--- src/rtl/popcount_vec_accumulator_pkg.sv ---
// -----------------------------------------------------------------------------
// popcount_vec_accumulator_pkg
//
// Shared configuration for the vector popcount accumulator. These constants
// sit next to the adder-tree configuration: CFG_BEATS is the number of tree
// beats per vector, CFG_IN_MAX the largest value one tree beat can carry, and
// CFG_VEC_POPCOUNT_WIDTH the width of a full vector popcount.
// -----------------------------------------------------------------------------
package popcount_vec_accumulator_pkg;

    localparam int CFG_BEATS  = 4;
    localparam int CFG_IN_MAX = 64;

    // Width able to hold the largest vector popcount (BEATS * IN_MAX).
    function automatic int vec_popcount_width(input int beats, input int in_max);
        return $clog2(beats * in_max + 1);
    endfunction

    localparam int CFG_VEC_POPCOUNT_WIDTH = vec_popcount_width(CFG_BEATS, CFG_IN_MAX);

endpackage

--- src/rtl/popcount_vec_accumulator.sv ---
// -----------------------------------------------------------------------------
// popcount_vec_accumulator
//
// Accepts partial popcount beats from the adder tree and sums up to BEATS of
// them (fewer if in_last arrives early) into one vector popcount, presented
// on a single-entry output slot. A sticky err_len flags vectors whose in_last
// marker disagrees with the expected length.
//
// Handshakes: a transfer happens on a rising clk edge where valid & ready are
// both high. valid never waits for ready; in_ready never depends on in_valid.
//
// Ports:
//   clk, rst_n   clock, asynchronous active-low reset
//   in_sum       partial sum from the adder tree (IN_W bits)
//   in_last      final beat of the current vector
//   in_valid     beat valid
//   in_ready     beat accepted when in_valid & in_ready
//   vec_sum      accumulated vector popcount (OUT_W bits)
//   vec_beats    number of beats in the emitted vector, 1..BEATS
//   out_valid    result valid
//   out_ready    result consumed when out_valid & out_ready
//   err_len      sticky vector-length error
//   clr_err      synchronous clear of err_len (a same-cycle set wins)
// -----------------------------------------------------------------------------
module popcount_vec_accumulator
    import popcount_vec_accumulator_pkg::*;
#(
    parameter int BEATS  = CFG_BEATS,
    parameter int IN_MAX = CFG_IN_MAX,
    parameter int IN_W   = $clog2(IN_MAX + 1),
    parameter int OUT_W  = $clog2(BEATS * IN_MAX + 1),
    parameter int CNT_W  = $clog2(BEATS + 1)
) (
    input  logic             clk,
    input  logic             rst_n,
    input  logic [IN_W-1:0]  in_sum,
    input  logic             in_last,
    input  logic             in_valid,
    output logic             in_ready,
    output logic [OUT_W-1:0] vec_sum,
    output logic [CNT_W-1:0] vec_beats,
    output logic             out_valid,
    input  logic             out_ready,
    output logic             err_len,
    input  logic             clr_err
);

    localparam logic [CNT_W-1:0] LAST_CNT = CNT_W'(BEATS - 1);

    logic [OUT_W-1:0] acc;
    logic [CNT_W-1:0] cnt;

    logic             at_full_len;
    logic             closing;
    logic             slot_stalled;
    logic             accept;
    logic             len_mismatch;
    logic [OUT_W-1:0] acc_next;

    // With BEATS == 1 the counter never leaves 0, so every beat is full length.
    assign at_full_len  = (cnt == LAST_CNT);
    assign closing      = in_last | at_full_len;
    assign slot_stalled = out_valid & ~out_ready;

    // Only the closing beat needs the output slot, so non-closing beats keep
    // flowing into the accumulator even while the result is held.
    assign in_ready     = ~slot_stalled | ~closing;
    assign accept       = in_valid & in_ready;

    // A vector closed by in_last short of BEATS, or forced closed at BEATS
    // without in_last, has the wrong length.
    assign len_mismatch = in_last ^ at_full_len;

    assign acc_next     = acc + OUT_W'(in_sum);

    always_ff @(posedge clk or negedge rst_n) begin
        if (!rst_n) begin
            acc <= '0;
            cnt <= '0;
        end else if (accept) begin
            if (closing) begin
                acc <= '0;
                cnt <= '0;
            end else begin
                acc <= acc_next;
                cnt <= cnt + CNT_W'(1);
            end
        end
    end

    // Output slot: loading a new result takes priority over draining, which
    // allows a handshake and a fresh load in the same cycle.
    always_ff @(posedge clk or negedge rst_n) begin
        if (!rst_n) begin
            vec_sum   <= '0;
            vec_beats <= '0;
            out_valid <= 1'b0;
        end else if (accept && closing) begin
            vec_sum   <= acc_next;
            vec_beats <= cnt + CNT_W'(1);
            out_valid <= 1'b1;
        end else if (out_ready) begin
            out_valid <= 1'b0;
        end
    end

    always_ff @(posedge clk or negedge rst_n) begin
        if (!rst_n) begin
            err_len <= 1'b0;
        end else if (accept && closing && len_mismatch) begin
            err_len <= 1'b1;
        end else if (clr_err) begin
            err_len <= 1'b0;
        end
    end

endmodule
--- config.mk ---
export PLATFORM = sky130hd
export DESIGN_NAME = popcount_vec_accumulator
export DESIGN_NICKNAME = d
export VERILOG_FILES = /design/src/rtl/popcount_vec_accumulator_pkg.sv /design/src/rtl/popcount_vec_accumulator.sv
export SDC_FILE = /design/constraint.sdc
export NUM_CORES = 1
export LEC_CHECK = 0
export ABC_AREA = 1
export CAP_MARGIN = 25
export CELL_PAD_IN_SITES_DETAIL_PLACEMENT = 1
export CELL_PAD_IN_SITES_GLOBAL_PLACEMENT = 2
export CORE_UTILIZATION = 36
export CTS_CLUSTER_DIAMETER = 150
export CTS_CLUSTER_SIZE = 25
export DETAILED_ROUTE_END_ITERATION = 8
export DONT_BUFFER_PORTS = 1
export PLACE_DENSITY_LB_ADDON = 0.12
export SYNTH_ARGS = -nofsm -noshare
export SYNTH_HDL_FRONTEND = slang
export SYNTH_SLANG_ARGS = --single-unit
--- constraint.sdc ---
create_clock -name clk -period 2.2 [get_ports clk]
set_input_delay 0.66 -clock clk [delete_from_list [all_inputs] [get_ports clk]]
set_output_delay 0.66 -clock clk [all_outputs]
set_load 0.02 [all_outputs]
==> results.cfg, run 1 <==
[yosys]
seq_area_frac_synth_pct = 45.2
synth_area_um2 = 1440
synth_nets = 197
postSynthAreaPerCell_um2 = 8.32
postSynthCellCount = 173
synth_cell_type_count = 24
ys_seq_elements = 26
synth_warnings = 0

[setup_path]
cp_data_arrival_time_ps = 1470
cp_data_required_time_ps = 1540
path_class = flop to output port
start_kind = flop
end_kind = output port
path_max_fanout = 2

[placed_design]
gp_congestion = 0.758
dp.cells = 220
io_buffers = 0
dpl.hpwl_um = 2560

[final_layout]
n_antenna_cell = 0
fin_cells = 225
layout_commonest_cell = nand2_1
final_cell_mix = 60 x nand2_1, 26 x dfrtp_1, 20 x inv_1
syn_to_final_growth_pct = 9.30
drive_above_1_share_pct = 12.4
fin_nets = 202

[sta]
max_freq_ghz = 0.470
slew_headroom_pct = 78.7
setup_violations = 0
fin_tns_setup_ps = 0
final.setup_skew_ps = 6.55
worst_slew_pin_slew_ps = 319
rsz0062_at_grt = no
slew_viol_final = 0
period_share_pct = 96.7
hold_viol_final = 0
fin_crit_ps = 2130

[job]
maxCapViolCount = 0

[cts]
ctsRootBufferMaster = clkbuf_8
clk_path_buf_depth = 2
htree_num_levels = 1
cts-buffers-inserted = 3
hold_buffers = 0
cts_tree = done
clock_latency_ps = 270
clkTransAtPathRegs_ps = 90
cts_sinks = 26

[power_and_ir_drop]
peakVddDrop_mv = 0.619
power_density_nw_per_um2 = 1120
p_leak_uw = 0.000858

[route]
antenna_left = 0
dr.pass1.iters = 4
vias_per_cell = 5.02
wire_per_inst_um = 14.8
drtIter0Drc = 50
drc = 0
drt-total-wl_um = 3320
vias = 1129

[global_routing]
grt_pass1_wl_um = 5850
track_usage_pct = 18.0
grt_pass1_vias = 1212
antenna_found_initial = 0
grt_max_degree = 27
grt_overflow = 0

[die]
fp.dieH_um = 65.3
coreArea_um2 = 3740
ios = 28
start_util_pct = 38.5
die_w_um = 65.3
std_cell_rows = 22
dieArea_um2 = 4260

[worst_hold_path]
holdCritPathClass = input pin to async pin

[status]
status = completed
## cells in the mapped netlist (all sizes together)
library cell / count / area (um^2)
a21o: 1 / 7.51
a21oi: 2 / 10.0
buf: 3 / 27.5
dfrtp: 26 / 651
fa: 1 / 20.0
ha: 10 / 125
inv: 24 / 92.6
nand2: 63 / 249
nand3: 18 / 95.1
nand3b: 2 / 15.0
nor2: 4 / 15.0
o21ai: 14 / 96.3
o22ai: 1 / 6.26
or2: 2 / 12.5
xnor2: 1 / 8.76
xor2: 1 / 8.76
## layer usage
metal  track usage, %  wire, um  part of all wire, %
met2             29.5      1530                   46
met1             23.6      1590                   48
met3             3.30       155                  4.7
met5                0         0                    0
met4             6.52        49                  1.5
## logic make-up after synthesis
logic type	count (synthesis)	synth area share [%]
simple gates	89	26.8
buf+inv	27	8.34
flops	26	45.2
compound gates	18	8.34
fa+ha+maj	11	10.1
xor+xnor	2	1.22
## area by class of cell
| class | instances | area [um^2] |
|---|---|---|
| fillers | 483 | 2170 |
| repair buffers | 3 | 22.5 |
| clock buffers | 3 | 41.3 |
| well taps | 48 | 60.1 |
| multi-input cells | 120 | 677 |
| clock inverters | 1 | 30.0 |
| flip-flops and latches | 26 | 651 |
| inverters | 24 | 92.6 |
## metrics by stage
step	worst slack (ps)	cell area [um^2]	utilization, %	hold WS, ps	power [uW]
floorplan	337	1440	-	364	1230
global placement	198	1490	39.7	365	1360
detailed placement	201	1490	39.7	365	1380
CTS	24.8	1570	41.8	58.5	1790
global route	12.4	1570	42.0	53.7	1900
finish	72.7	1570	42.0	68.6	1770
## timing repair
action,CTS,global route
pin swaps,0,0
buffers inserted,1,0
endpoints found under the setup margin,1,1
hold endpoints to repair,0,0
cloned,0,0
resized for setup,0,1
## flip-flops by register name, indices dropped and copies added (netlist names)
register and count:
out_valid 1, vec_sum 9, vec_beats 3, acc 9
err_len 1, cnt 3
## worst paths after layout
kind / start / endpoint / slack (ps) / depth (start not counted)
worst max-delay path: cnt[0] / in_ready / 70 / 6
max in group asynchronous: rst_n / acc[8] / 2050 / 0
min in group clk: clr_err / err_len / 490 / 1
worst min register to register: acc[6] / acc[6] / 490 / 2
worst min-delay path: rst_n / vec_beats[2] / 70 / 0
worst max register to register: cnt[0] / vec_sum[6] / 300 / 12
## worst max-delay path, cell delays in order, from the launching register on
cell     delay [ps]
dfrtp_1         400
ha_1            200
ha_1            170
inv_1            50
ha_1            180
inv_2            80
nand3_4         110
## where the power goes
part	internal, uW	total, uW	switching, uW
registers	617	836	219
clock network	244	398	155
logic	201	532	331
total	1060	1770	705
No activity file was read; power rests on OpenSTA's default activity.
==> run 2: changes to the inputs <==
--- a/config.mk
+++ b/config.mk
@@ -6,7 +6,6 @@
 export NUM_CORES = 1
 export LEC_CHECK = 0
 export ABC_AREA = 1
-export CAP_MARGIN = 25
 export CELL_PAD_IN_SITES_DETAIL_PLACEMENT = 1
 export CELL_PAD_IN_SITES_GLOBAL_PLACEMENT = 2
 export CORE_UTILIZATION = 36
==> constraint.sdc (replaced) <==
create_clock -name clk -period 2.2 [get_ports clk]
set_input_delay 0.33 -clock clk [delete_from_list [all_inputs] [get_ports clk]]
set_output_delay 0.33 -clock clk [all_outputs]
set_load 0.02 [all_outputs]
==> results.cfg, run 2 (synthesis gave the netlist of run 1 again) <==
[status]
status = completed

[power_and_ir_drop]
p_leak_uw = 0.000866
p_clk_share_pct = 22.3
internal_power_uw = 1060
p_sw_share_pct = 40.0
power_density_nw_per_um2 = 1110
power.switching_uw = 709
power_frac_comb_pct = 30.4
p_seq_share_pct = 47.3
peakVddDrop_mv = 0.435

[route]
vias = 1090
dr.pass1.iters = 3
antenna_left = 0
drc = 0
drtIter0Drc = 20
vias_per_cell = 4.82
wire_per_inst_um = 14.6
drt-total-wl_um = 3290

[placed_design]
dpl.hpwl_um = 2510
gp_congestion = 0.727
io_buffers = 0

[die]
die_w_um = 65.3
dieArea_um2 = 4260
std_cell_rows = 22
fp.dieH_um = 65.3
ios = 28
start_util_pct = 38.5
coreArea_um2 = 3740

[setup_path]
worstPathCellList = ha_1 -> ha_1 -> inv_1 -> ha_1 -> inv_2 -> nand3_2 -> buf_4
end_kind = output port
max_stage_delay_ps = 420
cp_data_required_time_ps = 1870
slowest_stage = dfrtp_1
path_max_fanout = 4
cpMostUsedCell = ha_1
path_class = flop to output port
cp_data_arrival_time_ps = 1610
path_buf_inv = 3
critPathTopFamily = adder cells
start_kind = flop

[final_layout]
drive_above_1_share_pct = 12.4
fin_nets = 203
syn_to_final_growth_pct = 10.3
fill_cells = 491
post-route-util_pct = 42.4
final_cell_mix = 60 x nand2_1, 26 x dfrtp_1, 20 x inv_1
layout_commonest_cell = nand2_1
n_antenna_cell = 0
biggestRegsByFlops = acc x9, vec_sum x9

[worst_hold_path]
holdCritPathClass = input pin to flop

[global_routing]
grt_pass1_wl_um = 5700
grt_max_degree = 27
grt_pass1_vias = 1183
antenna_found_initial = 0
track_usage_pct = 17.8
grt_overflow = 0

[sta]
max_freq_ghz = 0.516
slew_viol_final = 0
setup_violations = 0
fin_crit_ps = 1940
worst_slew_pin_slew_ps = 285
final.setup_skew_ps = 4.46
slew_headroom_pct = 81.0
hold_viol_final = 0
fin_tns_setup_ps = 0
rsz0062_at_grt = no
period_share_pct = 88.0

[cts]
clk_path_buf_depth = 2
cts.repair.resized = 0
cts_tree = done
clkTransAtPathRegs_ps = 90
cts_sinks = 26
cts-buffers-inserted = 3
htree_num_levels = 1
clock_latency_ps = 270
post_cts_buffers = 0
ctsRootBufferMaster = clkbuf_8

[job]
maxCapViolCount = 0
==> run 2: changes by cell type in the layout (fill, tap and decap cells not counted), sizes merged <==
cell / delta
dlygate4sd3: +1
==> run 2: metrics by stage <==
step / setup slack, ps / area [um^2] / power, uW / hold WS, ps / std cells
after global routing: 135 / 1590 / 1910 / 147 / 226
after detailed placement: 298 / 1490 / 1370 / 35.0 / 220
after floorplan: 436 / 1440 / 1230 / 34.4 / 173
after global placement: 374 / 1490 / 1360 / 35.0 / 220
final: 264 / 1590 / 1770 / 158 / 226
after CTS: 240 / 1590 / 1790 / 148 / 226
==> run 2: worst paths after layout <==
path	startpoint	endpoint	slack, ps	depth (start not counted)
max	cnt[0]	in_ready	260	7
min	clr_err	err_len	160	1
max reg2reg	cnt[0]	vec_sum[7]	290	12
min reg2reg	acc[5]	acc[5]	500	2
max in group asynchronous	rst_n	err_len	1540	2
min in group asynchronous	rst_n	vec_sum[0]	510	2
==> run 2: per-layer routing <==
layer	vias to the layer above	wire [um]	share of wire (%)	GRT usage, %
met5	-	0	0	0
met2	18	1570	48	29.3
met3	2	99	3.0	2.60
met4	0	23	0.70	6.52
li1	555	-	-	-
met1	515	1600	49	23.8
==> run 2: cell type report <==
class	count	area (um^2)	share of cell area, %
flip-flops and latches	26	651	40.9
multi-input cells	120	669	42.1
clock inverters	1	30.0	1.89
inverters	24	92.6	5.83
repair buffers	4	45.0	2.83
clock buffers	3	41.3	2.60
well taps	48	60.1	3.78
==> run 2: repair_timing <==
item                                    4_1_cts  5_1_grt
endpoints found under the setup margin        0        0
endpoints found under the hold margin        26        0
hold buffers                                  2        0
==> run 2: power groups by stage <==
stage                     clock, uW  sequential, uW  combinational, uW
final                           395             837                538
after global routing            429             856                623
after CTS                       410             840                543
after detailed placement          0             849                524
after global placement            0             844                513
after floorplan                   0             811                419
